**src/rtl/irq_priority_arbiter.sv**
```systemverilog
// Sequential priority interrupt arbiter: captures per-bus channel requests into pending state
// and presents one eligible (bus, channel) winner at a time over a valid/ack handshake.
module irq_priority_arbiter #(
   parameter int unsigned NUM_CH      = 9,
   parameter int unsigned NUM_BUS     = 3,
   parameter int unsigned EDGE_MODE   = 0,
   parameter int unsigned ROUND_ROBIN = 0,
   parameter bit          MASK_RST    = 1'b0,
   localparam int unsigned BusW = (NUM_BUS > 1) ? $clog2(NUM_BUS) : 1,
   localparam int unsigned ChW  = $clog2(NUM_CH)
) (
   input  logic                       clk,
   input  logic                       rst_n,
   input  logic [NUM_BUS*NUM_CH-1:0]  req_i,
   input  logic [NUM_CH-1:0]          en_i,
   input  logic                       mask_wr_i,
   input  logic [NUM_CH-1:0]          mask_data_i,
   output logic                       irq_valid_o,
   output logic [BusW-1:0]            irq_bus_o,
   output logic [ChW-1:0]             irq_ch_o,
   input  logic                       irq_ack_i,
   output logic [NUM_BUS-1:0]         bus_active_o,
   output logic [NUM_BUS*NUM_CH-1:0]  pend_o
);

   typedef enum logic [0:0] {StIdle, StPresent} state_e;

   state_e                          state_q, state_d;
   logic [NUM_BUS*NUM_CH-1:0]       pend_q, pend_d;
   logic [NUM_BUS*NUM_CH-1:0]       req_q;
   logic [NUM_CH-1:0]               mask_q, mask_d;
   logic [NUM_BUS-1:0][ChW-1:0]     ptr_q, ptr_d;
   logic [NUM_BUS-1:0]              bus_active_q, bus_active_d;
   logic [BusW-1:0]                 bus_q, bus_d;
   logic [ChW-1:0]                  ch_q, ch_d;

   logic [NUM_BUS*NUM_CH-1:0]       set, clr, elig;
   logic                            any_elig;
   logic [BusW-1:0]                 win_bus;
   logic [ChW-1:0]                  win_ch;
   logic [ChW:0]                    ch_inc;
   logic [ChW-1:0]                  ch_next;

   assign set      = (EDGE_MODE != 0) ? (req_i & ~req_q) : req_i;
   assign elig     = pend_q & {NUM_BUS{en_i & ~mask_q}};
   assign any_elig = |elig;

   // Pointer after the served channel, wrapping at NUM_CH.
   assign ch_inc  = {1'b0, ch_q} + {{ChW{1'b0}}, 1'b1};
   assign ch_next = (ch_inc == (ChW+1)'(NUM_CH)) ? '0 : ch_inc[ChW-1:0];

   always_comb begin
      logic found;
      logic ch_found;
      int   k;
      found    = 1'b0;
      ch_found = 1'b0;
      k        = 0;
      win_bus  = '0;
      win_ch   = '0;
      for (int b = 0; b < int'(NUM_BUS); b++) begin
         if (!found && (|elig[b*NUM_CH +: NUM_CH])) begin
            found    = 1'b1;
            ch_found = 1'b0;
            win_bus  = BusW'(b);
            for (int i = 0; i < int'(NUM_CH); i++) begin
               k = (ROUND_ROBIN != 0) ? int'(ptr_q[b]) + i : i;
               if (k >= int'(NUM_CH)) k = k - int'(NUM_CH);
               if (!ch_found && elig[b*NUM_CH + k]) begin
                  ch_found = 1'b1;
                  win_ch   = ChW'(k);
               end
            end
         end
      end
   end

   always_comb begin
      state_d = state_q;
      bus_d   = bus_q;
      ch_d    = ch_q;
      ptr_d   = ptr_q;
      clr     = '0;
      unique case (state_q)
         StIdle: begin
            if (any_elig) begin
               bus_d   = win_bus;
               ch_d    = win_ch;
               state_d = StPresent;
            end
         end
         StPresent: begin
            // Outputs stay frozen until ack; no retraction or preemption.
            if (irq_ack_i) begin
               clr[int'(bus_q)*NUM_CH + int'(ch_q)] = 1'b1;
               ptr_d[bus_q] = ch_next;
               state_d      = StIdle;
            end
         end
         default: state_d = StIdle;
      endcase
      pend_d = (pend_q & ~clr) | set;
      mask_d = mask_wr_i ? mask_data_i : mask_q;
      for (int b = 0; b < int'(NUM_BUS); b++) begin
         bus_active_d[b] = |elig[b*NUM_CH +: NUM_CH];
      end
   end

   always_ff @(posedge clk or negedge rst_n) begin
      if (!rst_n) begin
         state_q      <= StIdle;
         pend_q       <= '0;
         req_q        <= '0;
         mask_q       <= {NUM_CH{MASK_RST}};
         ptr_q        <= '0;
         bus_active_q <= '0;
         bus_q        <= '0;
         ch_q         <= '0;
      end else begin
         state_q      <= state_d;
         pend_q       <= pend_d;
         req_q        <= req_i;
         mask_q       <= mask_d;
         ptr_q        <= ptr_d;
         bus_active_q <= bus_active_d;
         bus_q        <= bus_d;
         ch_q         <= ch_d;
      end
   end

   assign irq_valid_o  = (state_q == StPresent);
   assign irq_bus_o    = bus_q;
   assign irq_ch_o     = ch_q;
   assign bus_active_o = bus_active_q;
   assign pend_o       = pend_q;

endmodule

```
**config.mk**
```make
export PLATFORM = sky130hd
export DESIGN_NAME = irq_priority_arbiter
export DESIGN_NICKNAME = d
export VERILOG_FILES = /design/src/rtl/irq_priority_arbiter.sv
export SDC_FILE = /design/constraint.sdc
export NUM_CORES = 1
export LEC_CHECK = 0
export BUFFER_PORTS_ARGS = -buffer_cell sky130_fd_sc_hd__buf_2
export CORE_AREA = 2 2 107 109
export DETAILED_ROUTE_END_ITERATION = 7
export DIE_AREA = 0 0 109 111
export PLACE_DENSITY = 0.54
export SYNTH_ARGS = -nofsm -noshare
export SYNTH_HDL_FRONTEND = slang
export SYNTH_SLANG_ARGS = --single-unit
```
**constraint.sdc**
```tcl
create_clock -name clk -period 2.7 [get_ports clk]
set_clock_uncertainty 0.2 [all_clocks]
set_input_delay 0 -clock clk [delete_from_list [all_inputs] [get_ports clk]]
set_output_delay 0 -clock clk [all_outputs]
set_load 0.005 [all_outputs]
```
; Word level (Yosys, flattened, before mapping)
; Cells that the tools add are included.
[op_classes]
add_sub_neg = 1
mul = 1
magnitude_cmp = 2
n_mux = 88
n_bitwise = 7
n_reduce_logical = 58
[ops]
columns = operator, n
row1 = 4-bit two-way mux, 28
row2 = 1-bit two-way mux, 55
row3 = 27-bit bitwise AND, 2
row4 = 27-bit two-way mux, 2
row5 = 1-bit logical AND, 27
row6 = 27-bit NOT, 1
row7 = 27-bit OR, 1
row8 = 27-bit OR reduction, 1
row9 = 9-bit OR reduction, 3
row10 = 1-bit zero test, 26
row11 = 9-bit bitwise AND, 1
row12 = 9-bit NOT, 1
row13 = 6-bit by 4-bit adder with 7-bit output, 1
row14 = 7-bit by 1-bit greater-or-equal comparator with 1-bit output (second input constant), 1
row15 = 7-bit by 6-bit < comparator with 1-bit output (second input constant), 1
row16 = 2-bit by 4-bit multiplier with 6-bit output (second input constant), 1
row17 = 1-bit demux with 5-bit select, 1
row18 = 2-bit two-way mux, 1
row19 = 1-bit case mux with 2 select lines, 1
row20 = 2-bit AND reduction, 1
row21 = 1-bit NOT, 1
[totals]
register_bits = 46
inputBits = 49
out_inout_bits = 37
elab_cells = 163

; Logic depth before layout (Yosys ltp)
[logic_depth]
word_depth = 57
depth_mapped = 8
mapped_depth_nobuf = 8

; Least setup slack after synthesis
; No wires, ideal clock.
[synth_path]
path_type = flip-flop to flip-flop
from = register bus_q[1] (netlist: irq_bus_o[1])
to = register pend_q[12] (netlist: pend_o[12])
setup_ps = 118
arrival_time_ps = 2392
required_ps = 2382
setup_slack_ps = -10
path_stages_with_launch = 8
n_path_buf = 0
period_less_slack_ps = 2710
path_cell_list = dfrtp_1 -> ha_1 -> ha_1 -> fa_1 -> a311oi_1 -> nor3b_2 -> nand4_1 -> a21o_1
[synth_between]
elab_chain_len = 11
elab_cells_between_ends = 12
cone_classes = 1 x add/sub / 1 x mul / 2 x order compare / 4 x mux / 3 x bitwise / 1 x reduce/logical
[synth_lines]
columns = element, line_no
row1 = from (decl), 34  ; logic [BusW-1:0] bus_q, bus_d;
row2 = from (signal assigned), 126  ; bus_q <= bus_d;
row3 = 2-bit by 4-bit multiplier with 6-bit output *, 95  ; clr[int'(bus_q)*NUM_CH + int'(ch_q)] = 1'b1;
row4 = 6-bit by 4-bit adder with 7-bit output *, 95
row5 = 7-bit by 1-bit greater-or-equal comparator with 1-bit output (implied by the code) or 7-bit by 6-bit < comparator with 1-bit output (tied branches), 95
row6 = 1-bit logical AND (implied by the code), 95
row7 = 1-bit two-way mux (implied by the code), 95
row8 = 1-bit demux with 5-bit select *, 95
row9 = 27-bit two-way mux *, 94  ; if (irq_ack_i) begin
row10 = 27-bit two-way mux *, 84  ; unique case (state_q)
row11 = 27-bit NOT *, 102  ; pend_d = (pend_q & ~clr) | set;
row12 = 27-bit bitwise AND *, 102
row13 = 27-bit OR *, 102
row14 = named net pend_d[12], 29  ; logic [NUM_BUS*NUM_CH-1:0] pend_q, pend_d;
row15 = to (signal assigned), 121  ; pend_q <= pend_d;
row16 = to (decl), 29
; Mark *: on every way through the listed nets, which the timed path passes. The rest lies on a longest branch.
; A chain may end at the register's enable or synchronous reset.

; Worst setup path in the final report
[layout_path]
from = register bus_q[1] (netlist: irq_bus_o[1])
to = register pend_q[20] (netlist: pend_o[20])
; Same word-level chain as after synthesis.

==> metrics <==
residual DRC count 0; Inserted Diodes 0; Buffers & Inverters on Critical Path 1; layout net count 429; kind of end point of the critical path flip-flop; total global-route track usage 14.2%; area inside the core boundary 11100 µm²; minimum hold slack -0.0129 ns; Top Ports 86; HPWL after DPL 6.61 mm; maximum number of pins on one net before global-route repair 47; global-route wire length before repair 13.2 mm; total congestion overflow after global routing 0; post-layout min period 2.70 ns; number of global-route vias before repair 2489; count of filler cells inserted in the layout 1132; placement row count 39; First-pass DRT Iterations 4; Max transition margin 30.2%; initial standard-cell utilization of the core 22.0%; clock slew at reported path FFs 0.06 ns; Clock Sinks 46; dominant cell type by area after synthesis dfrtp_1; Synth async-reset ratio 100%; area taken by multi-input logic gates 1330 µm²; Seq/Total Area, Yosys 47.1%; synth-to-layout area growth 53.1%; TritonCTS clock tree built; post-synthesis area per instance 10.7 µm²; PnR Total Power 2.01 mW; Final Max Tran Viols 0; data required time at the worst endpoint 2.68 ns; number of warnings printed during yosys synthesis 0; largest delay contributor family on the critical path adder cells; later-pin clock latency in the skew report 0.29 ns; start point of the critical path irq_bus_o[1]; ys flop type dfrtp_1; Final ANT Viol Nets 0; largest driver fanout on the critical path 7; Worst Reg-to-Reg Cells 8; share of the synthesized area in the top cell type 47.1%; number of CTS-inserted buffers 5; library cell used as clock root buffer clkbuf_16; list of cells traversed by the critical path ha_1 -> ha_4 -> fa_2 -> a311oi_2 -> buf_4 -> nor3b_4 -> nand4_1 -> a21o_1; cell leakage power 1.51 nW; die area 12100 µm²; synthesized cell area 2440 µm²; crit share post-route 99.8%; flip-flop and latch count after synthesis 46; pre-CTS WS -0.0315 ns; Post-synth EDFFs 0; Final Wtd Congestion 0.876; pwr dens 538 nW/µm²; post-detailed-route wirelength per cell 16.3 µm; actual transition at the worst max-transition pin 1.05 ns; arrival time of data at the critical path endpoint 2.67 ns; number of distinct library cells after synthesis 47; share of final-layout standard cells stronger than drive strength 1 35.7%; placed cells 468; count of input and output buffers 85; chip width 109 µm; number of antenna violations at the first check in global routing 0; Worst VDD drop 233 µV; count of final hold-check violations 8; CP Launch Type flip-flop; maximum clock path buffer count 2; FF+latch area 1150 µm²; final worst setup slack 0.00484 ns; final number of setup-violating endpoints 0; start-to-end type of the worst setup path flip-flop to flip-flop; logic depth of the worst setup path including buffers 8; violation count after the first detailed-route iteration 117; post-DR vias/cell 4.54; Largest stage delay, worst path 0.38 ns; failing checks hold timing; total routed wirelength 8.39 mm; H-tree depth reported by CTS 2; setup slack, reg-to-reg 0.005 ns; count of max-cap constraint violations 0; cell count after synthesis 229; worst r2r src irq_bus_o[1]; unrepaired setup endpoints after global routing yes; net count after synthesis 285; path class of the lowest-slack min-delay path input port to flip-flop; Die Y 111 µm; total via count after detailed routing 2344; worst r2r dst pend_o[20]; status complete, but fails checks; slowest stage cell on the critical path dfrtp_1; achievable clock frequency 371 MHz; non-filler cells in the finished layout 516; top area cells in the synthesized netlist dfrtp_1 47%, nand2b_1 5.6%, nand3b_1 5.5%; last element of the critical path pend_o[20]
through the flow:
stage          instance area, µm²  utilization [%]  TNS (ns)
2_1_floorplan                2450                -         0
3_3_place_gp                 3140             28.3         0
3_5_place_dp                 3140             28.3   -0.0777
4_1_cts                      3690             33.3         0
5_1_grt                      3740             33.8    -0.215
6_report                     3740             33.8         0
placed cells by master, fill, tap and decap left out, types with 2 or more instances in the layout:
master,Yosys,final
nand3_1,9,8
a31oi_1,4,4
o31ai_2,0,2
and3b_1,2,2
o31ai_1,6,4
nor2b_1,3,3
clkbuf_16,0,5
buf_2,0,85
nor2_1,7,6
nand4_1,6,6
inv_1,6,6
o21a_1,2,2
mux2_2,8,8
ha_1,6,5
nand2_1,21,21
clkinv_2,0,2
xnor2_2,0,2
xor2_1,2,2
nand3b_1,18,18
dlygate4sd3_1,0,40
o21ai_0,18,18
buf_4,0,12
nand2b_1,22,22
a21o_1,8,8
dfrtp_1,46,46
a21oi_1,6,6
cells in the mapped netlist (2+ instances only):
| cell | n |
|---|---|
| nor2b_1 | 3 |
| o21ai_0 | 18 |
| and3b_1 | 2 |
| nand3b_1 | 18 |
| xnor2_1 | 2 |
| xor2_1 | 2 |
| nand4_1 | 6 |
| mux2_2 | 8 |
| a31oi_1 | 4 |
| nand3_1 | 9 |
| a21oi_1 | 6 |
| nor2_1 | 7 |
| dfrtp_1 | 46 |
| o31ai_1 | 6 |
| inv_1 | 6 |
| nand2_1 | 21 |
| nand2b_1 | 22 |
| a21o_1 | 8 |
| o21a_1 | 2 |
| ha_1 | 6 |
registers in the layout, indices dropped and copies added (netlist names):
signal	count
irq_bus_o	2
irq_valid_o	1
pend_o	27
irq_ch_o	4
bus_active_o	3
mask_q	9
logic make-up after synthesis:
kind of cell               count (synthesis)  synth area share [%]
muxes                                      8                  3.69
DFF                                       46                  47.1
and+or+nand+nor                           97                  25.4
buffers and inverters                      7                  1.08
xor gates and xnor gates                   4                  1.43
AOI/OAI and AO/OA                         60                  17.4
adders and majority gates                  7                  3.89
metal layers:
metal / up-vias / global-route usage [%] / routed length, µm
met5: - / 0 / 0
met4: 0 / 3.76 / 171
met3: 12 / 2.41 / 412
met2: 67 / 23.7 / 4050
met1: 1131 / 18.7 / 3760
li1: 1134 / - / -
worst min-delay path by stage:
stage                          from              end  slack (ns)  cells past startpoint
after global placement    req_i[20]       pend_o[20]       -0.02                      2
after global routing      mask_wr_i        mask_q[4]       0.004                      2
final                     mask_wr_i        mask_q[2]       -0.01                      2
after detailed placement  req_i[20]       pend_o[20]       -0.01                      2
after CTS                 mask_wr_i        mask_q[2]       0.002                      2
after floorplan               rst_n  bus_active_o[0]       -0.50                      0
cell type report:
type,count,share of cell area (%)
Clock inverter,2,0.268
Clock buffer,5,3.35
Multi-Input combinational cell,176,35.4
Sequential cell,46,30.8
Timing Repair Buffer,138,24.8
Inverter,6,0.602
Tap cell,143,4.78
power by group:
| group | switching, mW | total (mW) | leakage [nW] | internal, mW |
|---|---|---|---|---|
| logic | 0.352 | 0.647 | 0.988 | 0.296 |
| clock network | 0.245 | 0.580 | 0.0694 | 0.334 |
| registers | 0.0454 | 0.785 | 0.455 | 0.739 |
| total | 0.642 | 2.01 | 1.51 | 1.37 |
timing repair:
item                                    in CTS  in global routing
endpoints found under the hold margin       83                  0
gates cloned                                 0                  0
gates resized for setup                      3                  8
pin swaps                                    3                  5
hold buffers                                40                  0
setup buffers                                0                  1
endpoints found under the setup margin       6                 21
(Power assumes the default switching activity.)
